### src/rtl/regfile_wb.sv
// Integer register file at the MEM/WB writeback boundary: two bypassed read ports
// plus a per-register busy scoreboard that the ID-stage hazard logic consults.
module regfile_wb #(
    parameter int XLEN    = 32,
    parameter int REG_NUM = 32,
    parameter int ADDR_W  = 5
) (
    input  logic              clk,
    input  logic              rst,
    input  logic [ADDR_W-1:0] rd_addr_i,
    input  logic              rd_write_i,
    input  logic [XLEN-1:0]   rd_data_i,
    input  logic              rs1_read_i,
    input  logic [ADDR_W-1:0] rs1_addr_i,
    output logic [XLEN-1:0]   rs1_data_o,
    output logic              rs1_busy_o,
    input  logic              rs2_read_i,
    input  logic [ADDR_W-1:0] rs2_addr_i,
    output logic [XLEN-1:0]   rs2_data_o,
    output logic              rs2_busy_o,
    input  logic              issue_set_i,
    input  logic [ADDR_W-1:0] issue_addr_i,
    input  logic              flush_i,
    output logic [ADDR_W:0]   busy_cnt_o
);

    logic [XLEN-1:0]    regs [REG_NUM];
    logic [REG_NUM-1:0] busy;
    logic [REG_NUM-1:0] busy_next;
    logic [ADDR_W:0]    busy_cnt_next;

    always_ff @(posedge clk) begin
        if (rst) begin
            for (int r = 0; r < REG_NUM; r++) begin
                regs[r] <= '0;
            end
        end else if (rd_write_i && rd_addr_i != '0) begin
            regs[rd_addr_i] <= rd_data_i;
        end
    end

    // Flush beats issue, issue beats writeback clear: the newest owner of rd wins.
    always_comb begin
        busy_next = busy;
        for (int r = 1; r < REG_NUM; r++) begin
            if (flush_i) begin
                busy_next[r] = 1'b0;
            end else if (issue_set_i && issue_addr_i == ADDR_W'(r)) begin
                busy_next[r] = 1'b1;
            end else if (rd_write_i && rd_addr_i == ADDR_W'(r)) begin
                busy_next[r] = 1'b0;
            end
        end
        busy_next[0] = 1'b0;
    end

    always_comb begin
        busy_cnt_next = '0;
        for (int r = 0; r < REG_NUM; r++) begin
            busy_cnt_next = busy_cnt_next + (ADDR_W + 1)'(busy_next[r]);
        end
    end

    always_ff @(posedge clk) begin
        if (rst) begin
            busy       <= '0;
            busy_cnt_o <= '0;
        end else begin
            busy       <= busy_next;
            busy_cnt_o <= busy_cnt_next;
        end
    end

    always_comb begin
        rs1_data_o = '0;
        rs1_busy_o = 1'b0;
        if (!rst && rs1_read_i && rs1_addr_i != '0) begin
            if (rd_write_i && rd_addr_i == rs1_addr_i) begin
                rs1_data_o = rd_data_i;
            end else begin
                rs1_data_o = regs[rs1_addr_i];
                rs1_busy_o = busy[rs1_addr_i];
            end
        end
    end

    always_comb begin
        rs2_data_o = '0;
        rs2_busy_o = 1'b0;
        if (!rst && rs2_read_i && rs2_addr_i != '0) begin
            if (rd_write_i && rd_addr_i == rs2_addr_i) begin
                rs2_data_o = rd_data_i;
            end else begin
                rs2_data_o = regs[rs2_addr_i];
                rs2_busy_o = busy[rs2_addr_i];
            end
        end
    end

endmodule

### config.mk
export PLATFORM = sky130hd
export DESIGN_NAME = regfile_wb
export DESIGN_NICKNAME = d
export VERILOG_FILES = /design/src/rtl/regfile_wb.sv
export SDC_FILE = /design/constraint.sdc
export NUM_CORES = 2
export LEC_CHECK = 0
export CAP_MARGIN = 5
export CORE_MARGIN = 4
export CORE_UTILIZATION = 57
export DETAILED_ROUTE_END_ITERATION = 7
export PLACE_DENSITY = 0.77
export SLEW_MARGIN = 20
export SYNTH_ARGS = -nofsm -noshare
export SYNTH_HDL_FRONTEND = slang
export SYNTH_SLANG_ARGS = --single-unit
### constraint.sdc
create_clock -name clk -period 6.2 [get_ports clk]
set_clock_uncertainty 0.1 [all_clocks]
set_input_delay 1.24 -clock clk [delete_from_list [all_inputs] [get_ports clk]]
set_output_delay 1.24 -clock clk [all_outputs]
set_load 0.03 [all_outputs]
==> PnR_summary.wiki <==
{| class="wikitable"
! Metric !! Value
|-
| Total DRC errors in the routed layout || 0
|-
| Post-synthesis compound-gate area fraction || 0.0713
|-
| Met2 wire length || approximately 90 mm
|-
| Most used flip-flop cell after synthesis || sky130_fd_sc_hd__edfxtp_1
|-
| First-pass iteration count of the detailed router || 8
|-
| RSZ-0062 raised after global routing || yes
|-
| Horiz. Die Dim || between 300 and 400 um
|-
| Setup Total Neg Slack || 0 ns
|-
| Maximum net fanout on the critical path || 21
|-
| Number of vias in the routed layout || about 40000
|-
| Worst setup EP type || register
|-
| NumNets Final || 4299
|-
| H-tree depth reported by CTS || 3
|-
| Sinks on Clock Net || approximately 1100
|-
| Area added between synthesis and finish || 13.6%
|-
| P per Cell Area || ~260 nW/um^2
|-
| Routed Wire Length || between 150 and 200 mm
|-
| Share of synthesized cell area in and, or, nand and nor gates || 0.124
|-
| Number of global-route vias before repair || around 40000
|-
| Yosys reg bits || between 1000 and 1500
|-
| Full die area || 107000 um^2
|-
| Mux cell area share after synthesis || 0.218
|-
| Synthesized netlist cell count || a little over 4000
|-
| Worst stage delay on the critical path || a little over 0.7 ns
|-
| Post-Syn Area per Cell || 14.2 um^2
|-
| Kind of critical path || primary input to register
|-
| Row cnt || 116
|-
| Slowest cell on the critical path || sky130_fd_sc_hd__nor2_2
|-
| Routed metal-1 wirelength || around 65 mm
|-
| Combinational family with the most area after synthesis || multiplexers
|-
| Largest area contributor in the synthesized netlist || sky130_fd_sc_hd__edfxtp_1
|-
| Synthesis Warnings || 0
|-
| Library cell appearing most often on the critical path || sky130_fd_sc_hd__buf_4
|-
| Top cells by area in the synthesized netlist || sky130_fd_sc_hd__edfxtp_1, sky130_fd_sc_hd__mux4_2, sky130_fd_sc_hd__and2_1
|-
| Arrival time of data at the critical path endpoint || around 6.6 ns
|-
| Die Span Y || about 330 um
|-
| Clock transition at path regs || approximately 0.06 ns
|-
| Final-report max-slew violation count || 0
|-
| Total congestion overflow after global routing || 0
|-
| Maximum Capacitance Violations || 0
|-
| Min cycle time layout || slightly above 6 ns
|-
| Worst-case headroom to the max-slew limit || 0.172
|-
| Slew of the pin with the lowest slew margin || around 1.2 ns
|-
| Tot Pwr || roughly 17000 uW
|-
| Post-synthesis adder-cell area fraction || 0.00943
|-
| Worst path required time || about 6.7 ns
|-
| Vias/cell || 7.06
|-
| Cell area after placement || between 60000 and 70000 um^2
|-
| Number of enable-type register cells in the synthesized netlist || approximately 1000
|-
| Met3 WL post-DR || around 26 mm
|-
| Post-route worst setup slack || 0.0212 ns
|-
| TritonCTS clock tree || built
|-
| Xor and xnor area share after synthesis || 0.00196
|-
| Final hold slack || 0.555 ns
|-
| 1st-iter DRT viols || 6755
|-
| Async set-or-reset flop fraction in the synthesized netlist || 0
|-
| Count of distinct cell types in the synthesized netlist || between 50 and 60
|-
| Worst hold path type || register to register
|-
| Peak supply drop || 0.239 mV
|-
| Max clock buf depth || 3
|-
| Topmost layer with routed signal wires || met5
|-
| Post-detailed-placement half-perimeter wirelength || about 110 mm
|-
| Clock network latency to the later pin of the worst-skew pair || about 0.7 ns
|-
| Total of hold buffers inserted after clock tree synthesis || 0
|-
| Final Cell Area || ~66000 um^2
|-
| Layout cells sized above 1 || 0.234
|-
| Ports || around 130
|-
| All-layer global routing usage || 0.351
|-
| Wire per inst || around 34 um
|-
| Area share of the leading cell type in the synthesized netlist || 0.529
|-
| Root Buffer || sky130_fd_sc_hd__clkbuf_16
|-
| Largest net degree at the start of global routing || between 70 and 80
|-
| Number of antenna-violating nets in the routed design || 0
|-
| Worst slack at placement || -0.893 ns
|-
| Final Wtd Congestion || 0.924
|-
| Max Clk Rate || between 0.15 and 0.2 GHz
|-
| Period utilization || 0.997
|-
| Quantity of I/O buffers inserted on ports || between 100 and 150
|-
| Total standard cell area after synthesis || between 50000 and 60000 um^2
|-
| Core box area || between 100000 and 150000 um^2
|-
| Clock buffer count from CTS || ~110
|-
| Startpoint type of the worst setup path || primary input
|-
| Number of antenna violations at the first check in global routing || 16
|-
| Final setup violating endpoints || 0
|-
| Global-route wire length before repair || between 200 and 300 mm
|-
| Final hold violation count || 0
|-
| Initial Utilization || 0.578
|-
| Leakage component of the power || about 0.024 uW
|-
| Result of the run || completed
|-
| Register area share after synthesis || 0.542
|}
==> per-layer routing <==
metal,vias up,track usage
li1,15968,-
met1,20054,0.461
met2,3234,0.544
met3,723,0.0939
met4,6,0.179
met5,-,0
==> layout make-up <==
type / instances / area, um^2
Fill cell: 7007 / 34500
Inverter: 31 / 121
Sequential cell: 1061 / 31500
Tap cell: 1357 / 1700
Clock buffer: 133 / 2910
Clock inverter: 64 / 450
Multi-Input combinational cell: 2604 / 25500
Antenna cell: 7 / 17.5
Timing Repair Buffer: 403 / 3840
==> registers in the layout, summed over array words and instances (netlist names) <==
signal,count
busy,31
busy_cnt_o,6
regs,1024
==> repair_timing <==
item                       in CTS  in global routing
pin swaps                      23                 21
cloned                          0                  1
setup endpoints to repair       3                 31
buffers inserted               34                 12
resized for setup              17                 39
==> placed cells by master, fill, tap and decap left out, drive strengths merged, types with 18 or more instances in the layout <==
cell	Yosys	routed
a221oi	124	124
conb	1	32
a32oi	30	30
and2	1007	1007
a22oi	91	91
o21ai	125	126
fa	23	23
inv	31	33
nor2	71	71
clkbuf	322	138
nor2b	38	38
o21bai	31	31
edfxtp	1024	1024
a21o	18	18
dfxtp	37	37
a211o	30	30
mux2i	350	350
nand2	43	43
a21oi	76	76
mux4	405	405
a221o	30	30
buf	113	342
clkinv	0	56
clkdlybuf4s50	0	50
==> critical path, delay by kind of cell <==
| kind | cells | cell delay (ns) |
|---|---|---|
| buffers and inverters | 30 | 4.23 |
| and+or+nand+nor | 3 | 1.16 |
==> cells in the mapped netlist (31+ instances only) <==
cell type,count
sky130_fd_sc_hd__dfxtp_1,37
sky130_fd_sc_hd__nor2_1,71
sky130_fd_sc_hd__buf_2,52
sky130_fd_sc_hd__and2_1,1007
sky130_fd_sc_hd__a221oi_1,124
sky130_fd_sc_hd__o21ai_0,122
sky130_fd_sc_hd__a21oi_1,76
sky130_fd_sc_hd__nor2b_1,38
sky130_fd_sc_hd__mux2i_1,350
sky130_fd_sc_hd__nand2_1,43
sky130_fd_sc_hd__clkbuf_1,322
sky130_fd_sc_hd__o21bai_1,31
sky130_fd_sc_hd__a22oi_1,91
sky130_fd_sc_hd__edfxtp_1,1024
sky130_fd_sc_hd__mux4_2,405
==> through the flow <==
step | std cells | utilization
2_1_floorplan | 4130 | -
3_3_place_gp | 5407 | 0.619
3_5_place_dp | 5408 | 0.619
4_1_cts | 5639 | 0.655
5_1_grt | 5658 | 0.656
6_report | 5660 | 0.657
==> where the power goes <==
group | switching (uW) | internal (uW) | leakage [uW] | total, uW
registers | 196 | 8240 | 0.0100 | 8440
logic | 1350 | 936 | 0.0120 | 2280
clock network | 2830 | 3520 | 0.00165 | 6350
==> final timing paths <==
| kind | startpoint | to | slack (ns) | cells past startpoint |
|---|---|---|---|---|
| setup / recovery | rd_addr_i[2] | regs[27][17] | 0.02 | 33 |
| hold / removal | busy[2] | busy[2] | 0.56 | 3 |
| setup reg to reg | busy[28] | busy_cnt_o[4] | 1.02 | 17 |
| hold reg to reg | busy[2] | busy[2] | 0.56 | 3 |
==> cells by family (layout without fill, tap and decap cells) <==
group / after synthesis / in the layout
fa+ha+maj: 30 / 30
other cells: 1 / 39
xor+xnor: 13 / 13
compound gates: 575 / 576
simple gates: 1196 / 1196
flops: 1061 / 1061
mux: 757 / 757
buf+inv: 466 / 631
Power figures use the tool's default switching activity.
